[config.mk]
export PLATFORM = sky130hd
export DESIGN_NAME = udma_uart_rx_os
export DESIGN_NICKNAME = d
export VERILOG_FILES = /design/src/rtl/udma_uart_rx_pkg.sv /design/src/rtl/udma_uart_rx_fifo.sv /design/src/rtl/udma_uart_rx_os.sv
export SDC_FILE = /design/constraint.sdc
export NUM_CORES = 1
export LEC_CHECK = 0
export CAP_MARGIN = 5
export CORE_AREA = 2 2 163 165
export DETAILED_ROUTE_END_ITERATION = 8
export DIE_AREA = 0 0 165 167
export DONT_BUFFER_PORTS = 1
export PLACE_DENSITY = 0.48
export SYNTH_ARGS = -nofsm -noshare
export SYNTH_HDL_FRONTEND = slang
export SYNTH_HIERARCHICAL = 1
export SYNTH_SLANG_ARGS = --single-unit
[constraint.sdc]
create_clock -name clk_i -period 3.1 [get_ports clk_i]
set_input_delay 0.31 -clock clk_i [delete_from_list [all_inputs] [get_ports clk_i]]
set_output_delay 0.31 -clock clk_i [all_outputs]
set_load 0.02 [all_outputs]
[src/rtl/udma_uart_rx_pkg.sv]
// Shared types and helpers for the oversampling uDMA UART receiver.
package udma_uart_rx_pkg;

  localparam int unsigned MIN_BITS = 5;

  typedef enum logic [2:0] {
    IDLE,
    START,
    DATA,
    PARITY,
    STOP1,
    STOP2,
    BREAK
  } rx_state_e;

  // Data bits per char from the 3-bit config field, clamped to the build maximum.
  function automatic logic [3:0] bits_from_cfg(input logic [2:0] cfg_bits, input int unsigned max_bits);
    int unsigned n;
    n = 32'(cfg_bits) + MIN_BITS;
    if (n > max_bits) n = max_bits;
    return 4'(n);
  endfunction

endpackage

[src/rtl/udma_uart_rx_fifo.sv]
// Synchronous first-word fall-through RX FIFO with occupancy output.
module udma_uart_rx_fifo #(
  parameter int unsigned DATA_W = 9,
  parameter int unsigned DEPTH  = 8
) (
  input  logic                    clk_i,
  input  logic                    rst_i,
  input  logic                    flush_i,
  input  logic                    push_i,
  input  logic [DATA_W-1:0]       data_i,
  input  logic                    pop_i,
  output logic [DATA_W-1:0]       data_o,
  output logic                    valid_o,
  output logic                    full_o,
  output logic [$clog2(DEPTH):0]  level_o
);

  localparam int unsigned AW = $clog2(DEPTH);
  localparam int unsigned LW = AW + 1;

  logic [DATA_W-1:0] r_mem [DEPTH];
  logic [AW-1:0]     r_wr_ptr;
  logic [AW-1:0]     r_rd_ptr;
  logic [LW-1:0]     r_level;
  logic              w_push;
  logic              w_pop;

  assign valid_o = (r_level != '0);
  assign full_o  = (r_level == LW'(DEPTH));
  assign level_o = r_level;
  assign data_o  = valid_o ? r_mem[r_rd_ptr] : '0;
  assign w_pop   = pop_i && valid_o;
  // A pop in the same cycle frees the slot, so a push into a full FIFO is still accepted.
  assign w_push  = push_i && (!full_o || w_pop);

  always_ff @(posedge clk_i) begin
    if (rst_i || flush_i) begin
      r_wr_ptr <= '0;
      r_rd_ptr <= '0;
      r_level  <= '0;
    end else begin
      if (w_push) r_wr_ptr <= r_wr_ptr + AW'(1);
      if (w_pop)  r_rd_ptr <= r_rd_ptr + AW'(1);
      case ({w_push, w_pop})
        2'b10:   r_level <= r_level + LW'(1);
        2'b01:   r_level <= r_level - LW'(1);
        default: r_level <= r_level;
      endcase
    end
  end

  always_ff @(posedge clk_i) begin
    if (w_push) r_mem[r_wr_ptr] <= data_i;
  end

endmodule

[src/rtl/udma_uart_rx_os.sv]
// Oversampling UART receiver with majority vote, error detection and RX FIFO.
// Optional idle timeout enabled with UDMA_UART_RX_TIMEOUT_EN.
module udma_uart_rx_os
  import udma_uart_rx_pkg::*;
#(
  parameter int unsigned DATA_W = 9,
  parameter int unsigned OS     = 16,
  parameter int unsigned DEPTH  = 8
) (
  input  logic                    clk_i,
  input  logic                    rst_i,
  input  logic                    rx_i,
  input  logic                    cfg_en_i,
  input  logic [15:0]             cfg_div_i,
  input  logic [2:0]              cfg_bits_i,
  input  logic                    cfg_parity_en_i,
  input  logic                    cfg_parity_odd_i,
  input  logic                    cfg_stop_bits_i,
  output logic [DATA_W-1:0]       rx_data_o,
  output logic                    rx_valid_o,
  input  logic                    rx_ready_i,
  output logic [$clog2(DEPTH):0]  fifo_level_o,
  output logic                    busy_o,
  output logic                    char_event_o,
  output logic                    err_parity_o,
  output logic                    err_frame_o,
  output logic                    err_overflow_o,
  output logic                    err_noise_o,
  output logic                    break_o
`ifdef UDMA_UART_RX_TIMEOUT_EN
  ,
  input  logic [7:0]              cfg_timeout_i,
  output logic                    timeout_o
`endif
);

  localparam int unsigned PH_W = $clog2(OS);
  localparam logic [PH_W-1:0] PH_S0   = PH_W'(OS/2 - 1);
  localparam logic [PH_W-1:0] PH_S1   = PH_W'(OS/2);
  localparam logic [PH_W-1:0] PH_S2   = PH_W'(OS/2 + 1);
  localparam logic [PH_W-1:0] PH_LAST = PH_W'(OS - 1);

  rx_state_e         r_state, w_state_nxt;
  logic              r_sync1, r_sync2, r_hist;
  logic [15:0]       r_div_cnt, w_div_nxt;
  logic [PH_W-1:0]   r_phase, w_phase_nxt;
  logic              r_s0, r_s1, w_s0_nxt, w_s1_nxt;
  logic [3:0]        r_bit_cnt, w_bit_nxt;
  logic [DATA_W-1:0] r_data, w_data_nxt;
  logic              r_parity, w_parity_nxt;
  logic              r_par_bit, w_par_bit_nxt;
  logic              r_par_err, w_par_err_nxt;
  logic              r_noise, w_noise_nxt;
  logic              r_char_event, r_err_parity, r_err_frame, r_err_overflow, r_err_noise, r_break;
  logic              w_char, w_perr, w_ferr, w_ovf, w_nerr, w_brk;
  logic              w_fall, w_run, w_to_run, w_tick, w_dec, w_bit_end, w_maj, w_dis;
  logic              w_finish, w_fin_noise, w_push, w_pop, w_full;
  logic [3:0]        w_nbits;

`ifdef UDMA_UART_RX_TIMEOUT_EN
  logic [7:0]        r_to_bits, w_to_bits_nxt;
  logic              r_to_done, w_to_done_nxt, r_timeout, w_timeout;
  assign w_to_run  = cfg_en_i && (r_state == IDLE) && rx_valid_o && (cfg_timeout_i != 8'd0) && !r_to_done;
  assign timeout_o = r_timeout;
`else
  assign w_to_run  = 1'b0;
`endif

  assign w_fall    = r_hist && !r_sync2;
  assign w_run     = (r_state != IDLE) || w_to_run;
  assign w_tick    = w_run && (r_div_cnt == cfg_div_i);
  assign w_dec     = w_tick && (r_phase == PH_S2);
  assign w_bit_end = w_tick && (r_phase == PH_LAST);
  assign w_maj     = (r_s0 & r_s1) | (r_s0 & r_sync2) | (r_s1 & r_sync2);
  assign w_dis     = !((r_s0 == r_s1) && (r_s1 == r_sync2));
  assign w_nbits   = bits_from_cfg(cfg_bits_i, DATA_W);
  assign w_pop     = rx_ready_i && rx_valid_o;

  always_comb begin
    w_state_nxt   = r_state;
    w_div_nxt     = r_div_cnt;
    w_phase_nxt   = r_phase;
    w_s0_nxt      = r_s0;
    w_s1_nxt      = r_s1;
    w_bit_nxt     = r_bit_cnt;
    w_data_nxt    = r_data;
    w_parity_nxt  = r_parity;
    w_par_bit_nxt = r_par_bit;
    w_par_err_nxt = r_par_err;
    w_noise_nxt   = r_noise;
    w_finish      = 1'b0;
    w_fin_noise   = 1'b0;
    w_push        = 1'b0;
    w_char        = 1'b0;
    w_perr        = 1'b0;
    w_ferr        = 1'b0;
    w_ovf         = 1'b0;
    w_nerr        = 1'b0;
    w_brk         = 1'b0;

    if (w_run) begin
      if (w_tick) begin
        w_div_nxt   = '0;
        w_phase_nxt = r_phase + PH_W'(1);
      end else begin
        w_div_nxt   = r_div_cnt + 16'd1;
      end
    end
    if (w_tick && (r_phase == PH_S0)) w_s0_nxt = r_sync2;
    if (w_tick && (r_phase == PH_S1)) w_s1_nxt = r_sync2;

    case (r_state)
      IDLE: begin
        if (w_fall) begin
          w_state_nxt   = START;
          w_div_nxt     = '0;
          w_phase_nxt   = '0;
          w_bit_nxt     = '0;
          w_data_nxt    = '0;
          w_parity_nxt  = 1'b0;
          w_par_bit_nxt = 1'b0;
          w_par_err_nxt = 1'b0;
          w_noise_nxt   = 1'b0;
        end
      end
      START: begin
        if (w_dec) begin
          if (w_maj) w_state_nxt = IDLE;
          else       w_noise_nxt = r_noise | w_dis;
        end
        if (w_bit_end) w_state_nxt = DATA;
      end
      DATA: begin
        if (w_dec) begin
          w_data_nxt   = r_data | (DATA_W'(w_maj) << r_bit_cnt);
          w_parity_nxt = r_parity ^ w_maj;
          w_noise_nxt  = r_noise | w_dis;
        end
        if (w_bit_end) begin
          if (r_bit_cnt == (w_nbits - 4'd1)) begin
            w_state_nxt = cfg_parity_en_i ? PARITY : STOP1;
          end else begin
            w_bit_nxt = r_bit_cnt + 4'd1;
          end
        end
      end
      PARITY: begin
        if (w_dec) begin
          w_par_err_nxt = r_parity ^ w_maj ^ cfg_parity_odd_i;
          w_par_bit_nxt = w_maj;
          w_noise_nxt   = r_noise | w_dis;
        end
        if (w_bit_end) w_state_nxt = STOP1;
      end
      STOP1: begin
        if (w_dec) begin
          if (!w_maj) begin
            // An all-zero frame with a low stop bit is a line break, not a framing error.
            if ((r_data == '0) && (!cfg_parity_en_i || !r_par_bit)) begin
              w_brk       = 1'b1;
              w_state_nxt = BREAK;
            end else begin
              w_ferr      = 1'b1;
              w_state_nxt = IDLE;
            end
          end else if (cfg_stop_bits_i) begin
            w_noise_nxt = r_noise | w_dis;
          end else begin
            w_finish    = 1'b1;
            w_fin_noise = r_noise | w_dis;
            w_state_nxt = IDLE;
          end
        end
        if (w_bit_end) w_state_nxt = STOP2;
      end
      STOP2: begin
        if (w_dec) begin
          if (!w_maj) begin
            w_ferr      = 1'b1;
          end else begin
            w_finish    = 1'b1;
            w_fin_noise = r_noise | w_dis;
          end
          w_state_nxt = IDLE;
        end
      end
      BREAK: begin
        if (r_sync2) w_state_nxt = IDLE;
      end
      default: w_state_nxt = IDLE;
    endcase

    if (w_finish) begin
      if (r_par_err) begin
        w_perr = 1'b1;
      end else if (w_full && !w_pop) begin
        w_ovf  = 1'b1;
      end else begin
        w_push = 1'b1;
        w_char = 1'b1;
        w_nerr = w_fin_noise;
      end
    end

`ifdef UDMA_UART_RX_TIMEOUT_EN
    w_to_bits_nxt = r_to_bits;
    w_to_done_nxt = r_to_done;
    w_timeout     = 1'b0;
    if (!cfg_en_i || w_fall || w_pop || !rx_valid_o) begin
      w_to_bits_nxt = '0;
      w_to_done_nxt = 1'b0;
      if ((r_state == IDLE) && w_pop) begin
        w_div_nxt   = '0;
        w_phase_nxt = '0;
      end
    end else if (w_to_run && w_bit_end) begin
      if ((r_to_bits + 8'd1) == cfg_timeout_i) begin
        w_timeout     = 1'b1;
        w_to_done_nxt = 1'b1;
      end else begin
        w_to_bits_nxt = r_to_bits + 8'd1;
      end
    end
`endif

    // Disabling abandons any frame silently.
    if (!cfg_en_i) begin
      w_state_nxt = IDLE;
      w_push      = 1'b0;
      w_char      = 1'b0;
      w_perr      = 1'b0;
      w_ferr      = 1'b0;
      w_ovf       = 1'b0;
      w_nerr      = 1'b0;
      w_brk       = 1'b0;
    end
  end

  always_ff @(posedge clk_i) begin
    if (rst_i) begin
      r_state        <= IDLE;
      r_sync1        <= 1'b1;
      r_sync2        <= 1'b1;
      r_hist         <= 1'b1;
      r_div_cnt      <= '0;
      r_phase        <= '0;
      r_s0           <= 1'b1;
      r_s1           <= 1'b1;
      r_bit_cnt      <= '0;
      r_data         <= '0;
      r_parity       <= 1'b0;
      r_par_bit      <= 1'b0;
      r_par_err      <= 1'b0;
      r_noise        <= 1'b0;
      r_char_event   <= 1'b0;
      r_err_parity   <= 1'b0;
      r_err_frame    <= 1'b0;
      r_err_overflow <= 1'b0;
      r_err_noise    <= 1'b0;
      r_break        <= 1'b0;
    end else begin
      if (!cfg_en_i) begin
        r_sync1 <= 1'b1;
        r_sync2 <= 1'b1;
        r_hist  <= 1'b1;
      end else begin
        r_sync1 <= rx_i;
        r_sync2 <= r_sync1;
        r_hist  <= r_sync2;
      end
      r_state        <= w_state_nxt;
      r_div_cnt      <= w_div_nxt;
      r_phase        <= w_phase_nxt;
      r_s0           <= w_s0_nxt;
      r_s1           <= w_s1_nxt;
      r_bit_cnt      <= w_bit_nxt;
      r_data         <= w_data_nxt;
      r_parity       <= w_parity_nxt;
      r_par_bit      <= w_par_bit_nxt;
      r_par_err      <= w_par_err_nxt;
      r_noise        <= w_noise_nxt;
      r_char_event   <= w_char;
      r_err_parity   <= w_perr;
      r_err_frame    <= w_ferr;
      r_err_overflow <= w_ovf;
      r_err_noise    <= w_nerr;
      r_break        <= w_brk;
    end
  end

`ifdef UDMA_UART_RX_TIMEOUT_EN
  always_ff @(posedge clk_i) begin
    if (rst_i) begin
      r_to_bits <= '0;
      r_to_done <= 1'b0;
      r_timeout <= 1'b0;
    end else begin
      r_to_bits <= w_to_bits_nxt;
      r_to_done <= w_to_done_nxt;
      r_timeout <= w_timeout;
    end
  end
`endif

  assign busy_o         = (r_state != IDLE);
  assign char_event_o   = r_char_event;
  assign err_parity_o   = r_err_parity;
  assign err_frame_o    = r_err_frame;
  assign err_overflow_o = r_err_overflow;
  assign err_noise_o    = r_err_noise;
  assign break_o        = r_break;

  udma_uart_rx_fifo #(
    .DATA_W (DATA_W),
    .DEPTH  (DEPTH)
  ) u_fifo (
    .clk_i   (clk_i),
    .rst_i   (rst_i),
    .flush_i (!cfg_en_i),
    .push_i  (w_push),
    .data_i  (r_data),
    .pop_i   (rx_ready_i),
    .data_o  (rx_data_o),
    .valid_o (rx_valid_o),
    .full_o  (w_full),
    .level_o (fifo_level_o)
  );

endmodule

# After elaboration in Yosys (flattened, before gate mapping)
# Memories as Yosys holds them, arrays and structs flattened. A register that Yosys moved wholly into a read port is not among the register bits.
# Index checks and enable logic that the tools add are counted.
word_totals:
  ram_bits: 72
  reg_bits: 61
  memories: 1
classes:
  mux: 77
  order_cmp: 1
  shift: 1
  eq_ne: 36
  bitwise_logic: 13
  n_addsub: 9
  n_reduce_logical: 40
mem_list:
  columns: ["name", "words", "word_bits", "rd", "rd_clocked_by_memory_dff", "wr", "line_no", "rtl"]
  rows:
  - ["u_fifo.r_mem", 8, 9, 1, 1, 1, "udma_uart_rx_fifo.sv:21", "logic [DATA_W-1:0] r_mem [DEPTH];"]
ops:
  columns: ["operator", "count"]
  rows:
  - ["16-bit 2-to-1 mux", 4]
  - ["3-bit 2-to-1 mux", 17]
  - ["1-bit 2-to-1 mux", 34]
  - ["4-bit 2-to-1 mux", 8]
  - ["2-bit != test (second input constant)", 14]
  - ["9-bit 2-to-1 mux", 3]
  - ["3-bit case mux with 7 select lines", 1]
  - ["9-bit case mux with 2 select lines", 1]
  - ["16-bit by 1-bit adder with 16-bit output (second input constant)", 1]
  - ["16-bit equality test", 1]
  - ["4-bit equality test (second input constant)", 4]
  - ["4-bit case mux with 2 select lines", 2]
  - ["4-bit by 1-bit adder with 4-bit output (second input constant)", 3]
  - ["1-bit case mux with 2 select lines", 6]
  - ["1-bit logical AND", 11]
  - ["10-bit AND reduction", 1]
  - ["5-bit OR reduction", 2]
  - ["3-bit equality test (second input constant)", 3]
  - ["9-bit logical NOT", 1]
  - ["3-bit != test (second input constant)", 3]
  - ["9-bit bitwise OR", 1]
  - ["1-bit by 4-bit << shifter with 9-bit output", 1]
  - ["8-bit AND reduction", 1]
  - ["4-bit nonzero test", 2]
  - ["28 further kinds", 52]

# Depth between registers and ports, before layout
depth:
  depth_word: 11
  ltp_mapped: 16
  depth_no_buf: 15

# By module
# The synthesis kept the hierarchy.
by_module_without_submodules:
  columns: ["mod", "area_each_um2", "cells_each", "n_inst", "seq_area_each_um2"]
  rows:
  - ["udma_uart_rx_fifo", 3502.1, 198, 1, 2422.3]
  - ["udma_uart_rx_os", 2819.0, 338, 1, 1021.0]

# Least setup slack after synthesis
# Ideal clock, no wire load.
synth_timing:
  path_kind: "reg2reg"
  startpoint: "reg r_sync2"
  endpoint: "mem u_fifo.r_mem[0][0] (enable)"
  stages_incl_launch_ff: 11
  arrival_time_ns: 2.665
  synth_period_minus_slack_ns: 3.064
  path_slack_ns: 0.036
  required_ns: 2.701
  path_cell_list: "dfxtp_1 -> ha_1 -> a211oi_2 -> nor3_1 -> o21ai_0 -> nor2_1 -> nand2_1 -> nor4_1 -> clkbuf_8 -> o21ai_4 -> nor4_1"
synth_via:
  elab_chain_cells: 11
  word_cells_on_any_way: 14
  classes_between: "mux (9); bitwise (4); reduce/logical (1)"
synth_lines:
  columns: ["item", "line_no", "rtl"]
  rows:
  - ["start, declared", "udma_uart_rx_os.sv:44", "logic r_sync1, r_sync2, r_hist;"]
  - ["start signal, assigned", "udma_uart_rx_os.sv:268", "r_sync2 <= r_sync1;"]
  - ["1-bit bitwise AND", "udma_uart_rx_os.sv:74", "assign w_maj = (r_s0 & r_s1) | (r_s0 & r_sync2) | (r_s1 & r_sync2);"]
  - ["1-bit bitwise OR", "udma_uart_rx_os.sv:74", null]
  - ["1-bit bitwise OR *", "udma_uart_rx_os.sv:74", null]
  - ["1-bit 2-to-1 mux (on tied branches)", "udma_uart_rx_os.sv:178, udma_uart_rx_os.sv:157", null]
  - ["1-bit 2-to-1 mux (on tied branches)", "udma_uart_rx_os.sv:177, udma_uart_rx_os.sv:156", null]
  - ["1-bit case mux with 2 select lines *", "udma_uart_rx_os.sv:112", "case (r_state)"]
  - ["1-bit 2-to-1 mux * (2 in a row)", null, null]
  - ["1-bit logical AND *", "udma_uart_rx_fifo.sv:34", "assign w_push = push_i && (!full_o || w_pop);"]
  - ["1-bit 2-to-1 mux *", "udma_uart_rx_fifo.sv:53", "if (w_push) r_mem[r_wr_ptr] <= data_i;"]
  - ["1-bit 2-to-1 mux (not written as such) *", "udma_uart_rx_fifo.sv:53", null]
  - ["end, declared", "udma_uart_rx_fifo.sv:21", null]
# Mark *: on every way between the ends. The rest lies on a longest branch, timed or not.

# Final worst setup path
layout_timing:
  startpoint: "reg r_div_cnt[1]"
  endpoint: "reg u_fifo.r_level[3], in the netlist u_fifo/level_o[3]"
layout_via:
  elab_chain_cells: 10
  word_cells_on_any_way: 13
  classes_between: "eq/ne (3); mux (6); reduce/logical (4)"
layout_lines:
  columns: ["item", "line_no", "rtl"]
  rows:
  - ["start, declared", "udma_uart_rx_os.sv:45", "logic [15:0] r_div_cnt, w_div_nxt;"]
  - ["start signal, assigned", "udma_uart_rx_os.sv:272", "r_div_cnt <= w_div_nxt;"]
  - ["16-bit equality test *", "udma_uart_rx_os.sv:71", "assign w_tick = w_run && (r_div_cnt == cfg_div_i);"]
  - ["1-bit logical AND *", "udma_uart_rx_os.sv:71", null]
  - ["1-bit logical AND *", "udma_uart_rx_os.sv:72", "assign w_dec = w_tick && (r_phase == PH_S2);"]
  - ["1-bit 2-to-1 mux (on tied branches)", "udma_uart_rx_os.sv:177, udma_uart_rx_os.sv:156", null]
  - ["1-bit case mux with 2 select lines *", "udma_uart_rx_os.sv:112", null]
  - ["1-bit 2-to-1 mux * (2 in a row)", null, null]
  - ["1-bit logical AND *", "udma_uart_rx_fifo.sv:34", null]
  - ["2-bit by 1-bit equality test with 1-bit output / 2-bit equality test (equally long branches)", "udma_uart_rx_fifo.sv:44", "case ({w_push, w_pop})"]
  - ["4-bit case mux with 2 select lines / 2-bit nonzero test (equally long branches)", null, null]
  - ["end signal, assigned", "udma_uart_rx_fifo.sv:45", "2'b10: r_level <= r_level + LW'(1);"]
  - ["end signal, assigned", "udma_uart_rx_fifo.sv:46", "2'b01: r_level <= r_level - LW'(1);"]
  - ["end signal, assigned", "udma_uart_rx_fifo.sv:47", "default: r_level <= r_level;"]
  - ["end, declared", "udma_uart_rx_fifo.sv:24", "logic [LW-1:0] r_level;"]
# Marks and branches as above.
# A chain may end at the register's enable or synchronous reset.

==> summary.json <==
{
  "status": {
    "outcome": "completed"
  },
  "logic_synthesis": {
    "synth.cell_area_um2": 6320,
    "synthArstFlopShare": 0,
    "dominantRegCellSynth": "edfxtp_1",
    "synthesis.area_per_instance_um2": 11.8,
    "postSynthCellCount": 536,
    "ys_ff_latch": 136,
    "yosys_warnings": 6,
    "synth-seq-area-share": 0.545,
    "synth_edf_count": 72,
    "synth_cell_type_count": 72,
    "mappedNetlistNets": 578
  },
  "final_layout": {
    "final_common_cell": "edfxtp_1",
    "final_cell_count_no_fill": 912,
    "layout-area-overhead-vs-synth_pct": 19.1,
    "finish.net_count": 606,
    "antenna_cells": 0,
    "final.fill_count": 2586,
    "register_area_um2": 3450,
    "final_layout_size_suffix_gt1_frac": 0.201,
    "multi_input_comb_area_um2": 2730,
    "most-common-layout-cells": "edfxtp_1, nor2_1, dfxtp_1, nand2_1, xnor2_1"
  },
  "timing": {
    "achievable_frequency_ghz": 0.345,
    "setup_viol": 0,
    "final_critical_path_setup_slack_ns": 0.206,
    "final_slew_violations": 0,
    "worstMarginPinSlew_ns": 0.675,
    "clock-skew-final_ns": 0.0174,
    "layout_min_cycle_time_ns": 2.89,
    "rsz_0062_raised_after_global_routing": "no",
    "relSlewSlack": 0.544,
    "finalHoldViolations": 0,
    "final_min_period_over_clock_period": 0.934
  },
  "route": {
    "post-route-drc-count": 0,
    "ant_nets": 0,
    "post_drt_wl_per_cell_um": 16.1,
    "drt_wl_total_um": 14700,
    "detailroute.via_count": 4231,
    "drtIter0Drc": 275,
    "drt_pre_antenna_iters": 4,
    "post_drt_via_cell_ratio": 4.64
  },
  "clock_tree": {
    "worst_setup_hold_path_clk_slew_ns": 0.07,
    "ctsLongestPathBuffers": 2,
    "cts.repair_timing.setup_buffer_count": 0,
    "cts_root_buffer": "clkbuf_16",
    "clock_net_sink_count": 136,
    "worst_skew_pair_latency_ns": 0.42,
    "cts_max_level": 4,
    "cts_tree": "done",
    "cts_buffers": 17
  },
  "placed_design": {
    "hpwl_um": 10300,
    "dpl_worst_slack_ns": -0.167,
    "placed_cells": 878,
    "place.port_buffers": 0,
    "finalWeightedCongestion": 0.860
  },
  "hold_path": {
    "hold_class": "in -> reg"
  },
  "floorplan": {
    "die_w_um": 165,
    "core-area_um2": 25800,
    "effective_utilization_at_floorplan": 0.245,
    "io-pin-count": 48,
    "dieArea_um2": 27600,
    "rows": 59,
    "die_height_um": 167
  },
  "power": {
    "pwr-share-comb": 0.023,
    "power_density_nw_per_um2": 544,
    "power_switching_share": 0.230,
    "pwr-share-clk": 0.518,
    "leakagePower_nw": 2.43,
    "internal_power_mw": 3.16,
    "share_seq_of_total_power": 0.460,
    "worst_ir_drop_vdd_mv": 0.337,
    "power.switching_uw": 943
  },
  "flow_run": {
    "drv.max_cap_violation_count": 0
  },
  "worst_setup_path": {
    "cp.buffers_inverters": 3,
    "arrival_ns": 3.20,
    "crit_path_max_incr_delay_ns": 0.42,
    "cp_launch_type": "register",
    "endpoint_kind": "register",
    "library_cell_contributing_the_largest_single_delay_on_the_critical_path": "dfxtp_1",
    "critical_path_cell_by_cell": "xnor2_1 -> nand4_1 -> nor3_2 -> buf_4 -> nand2_4 -> nor4_4 -> inv_2 -> nand3_1 -> inv_1 -> ha_2 -> nand3_2 -> a211oi_2 -> nand3b_1 -> a31oi_1",
    "worst-setup-path-type": "reg -> reg",
    "timing.critical_path.max_delay_family": "simple AND/OR/NAND/NOR gates",
    "crit_path_max_fo": 5,
    "crit_required_ns": 3.40
  },
  "global_route": {
    "global_route_wire_length_before_repair_um": 23300,
    "grt-ovfl-total": 0,
    "grt_max_degree": 19,
    "track_usage": 0.111,
    "antenna_found_initial": 0,
    "vias_in_the_first_global_route": 4417
  }
}
==> timing repair <==
action / in CTS / in global routing
gates resized for setup: 4 / 13
endpoints found under the hold margin: 10 / 0
gates cloned: 0 / 0
endpoints found under the setup margin: 1 / 1
hold buffers: 2 / 0
pin swaps: 0 / 1
==> path summary, 6_finish.rpt <==
path	from	end	slack, ns	cells past startpoint
max	r_div_cnt[1]$_SDFF_PP0_	u_fifo/level_o[3]$_SDFFE_PP0P_	0.21	14
min	cfg_stop_bits_i	err_noise_o$_SDFF_PP0_	0.06	1
max reg2reg	r_div_cnt[1]$_SDFF_PP0_	u_fifo/level_o[3]$_SDFFE_PP0P_	0.21	14
min reg2reg	r_sync1$_SDFF_PP1_	r_sync2$_SDFF_PP1_	0.42	1
==> cell type report <==
class | instances | share of cell area
repair buffers | 29 | 0.0296
well taps | 335 | 0.0557
clock inverters | 15 | 0.0266
flip-flops and latches | 136 | 0.459
multi-input cells | 361 | 0.363
inverters | 19 | 0.0101
clock buffers | 17 | 0.0565
==> routing by layer <==
metal / vias to the layer above / GRT usage / routed length (um)
met5: - / 0 / 0
met4: 0 / 0.0359 / 209
met3: 21 / 0.0346 / 625
met2: 83 / 0.195 / 7560
met1: 2116 / 0.127 / 6280
li1: 2011 / - / -
==> synthesized netlist by cell type (all sizes together), types with 2 or more instances <==
master	number	area (um2)
nor3	19	123
nand3b	3	22.5
o21a	8	60.1
mux2i	17	170
edfxtp	72	2160
o211ai	4	30.0
inv	19	76.3
nor2	64	248
a31oi	3	25.0
and2	3	20.0
a22oi	2	15.0
and3	4	25.0
dfxtp	64	1280
nand3	21	110
mux4	18	405
or2	4	25.0
a211oi	7	62.6
o21ai	12	71.3
buf	6	40.0
xor2	17	156
clkbuf	14	72.6
nor4	7	43.8
ha	14	175
or3	3	23.8
xnor2	30	263
nand2	38	153
mux2	2	22.5
a21oi	16	83.8
nand2b	11	68.8
and4	2	17.5
nand4	9	62.6
nor2b	2	12.5
==> kinds of logic (layout without fill, tap and decap cells) <==
kind of cell,count (synthesis),count (layout),share of synthesized area
DFF,136,136,0.545
xor gates and xnor gates,47,47,0.0663
muxes,37,37,0.0946
AOI/OAI and AO/OA,67,67,0.0754
and+or+nand+nor,195,195,0.158
adders and majority gates,15,15,0.0309
buffers and inverters,39,80,0.0299
==> through the flow <==
stage | hold slack [ns] | total power, mW | util | cell area (um2) | setup TNS (ns)
after floorplan | 0.393 | 1.99 | - | 6320 | 0
after global placement | 0.385 | 2.01 | 0.265 | 6830 | 0
after detailed placement | 0.387 | 2.01 | 0.265 | 6830 | -0.364
after CTS | 0.0367 | 4.15 | 0.291 | 7500 | 0
after global routing | 0.0464 | 4.23 | 0.292 | 7530 | 0
final | 0.0615 | 4.10 | 0.292 | 7530 | 0
==> state kept, by name, indices dropped and copies added (netlist names), 3 cells and up, named ones only <==
| signal | cells |
|---|---|
| r_bit_cnt | 4 |
| r_data | 9 |
| r_div_cnt | 16 |
| r_phase | 4 |
| r_state | 3 |
| u_fifo/level_o | 4 |
| u_fifo/r_mem | 72 |
| u_fifo/r_rd_ptr | 3 |
| u_fifo/r_wr_ptr | 3 |
==> power groups by stage <==
stage          clock (mW)  sequential (mW)  combinational, mW
4_1_cts              2.18             1.88             0.0934
3_5_place_dp            0             1.92             0.0886
6_report             2.12             1.88             0.0924
2_1_floorplan           0             1.92             0.0723
3_3_place_gp            0             1.92             0.0868
5_1_grt              2.25             1.88              0.102
==> worst register-to-register path: cells and delay by family (launching register included) <==
family                     cells  cell delay (ns)
and+or+nand+nor                7             1.11
DFF                            1             0.42
adders and majority gates      1             0.40
buffers and inverters          3             0.37
AOI/OAI and AO/OA              2             0.30
xor gates and xnor gates       1             0.17
No activity file was read; power rests on OpenSTA's default activity.
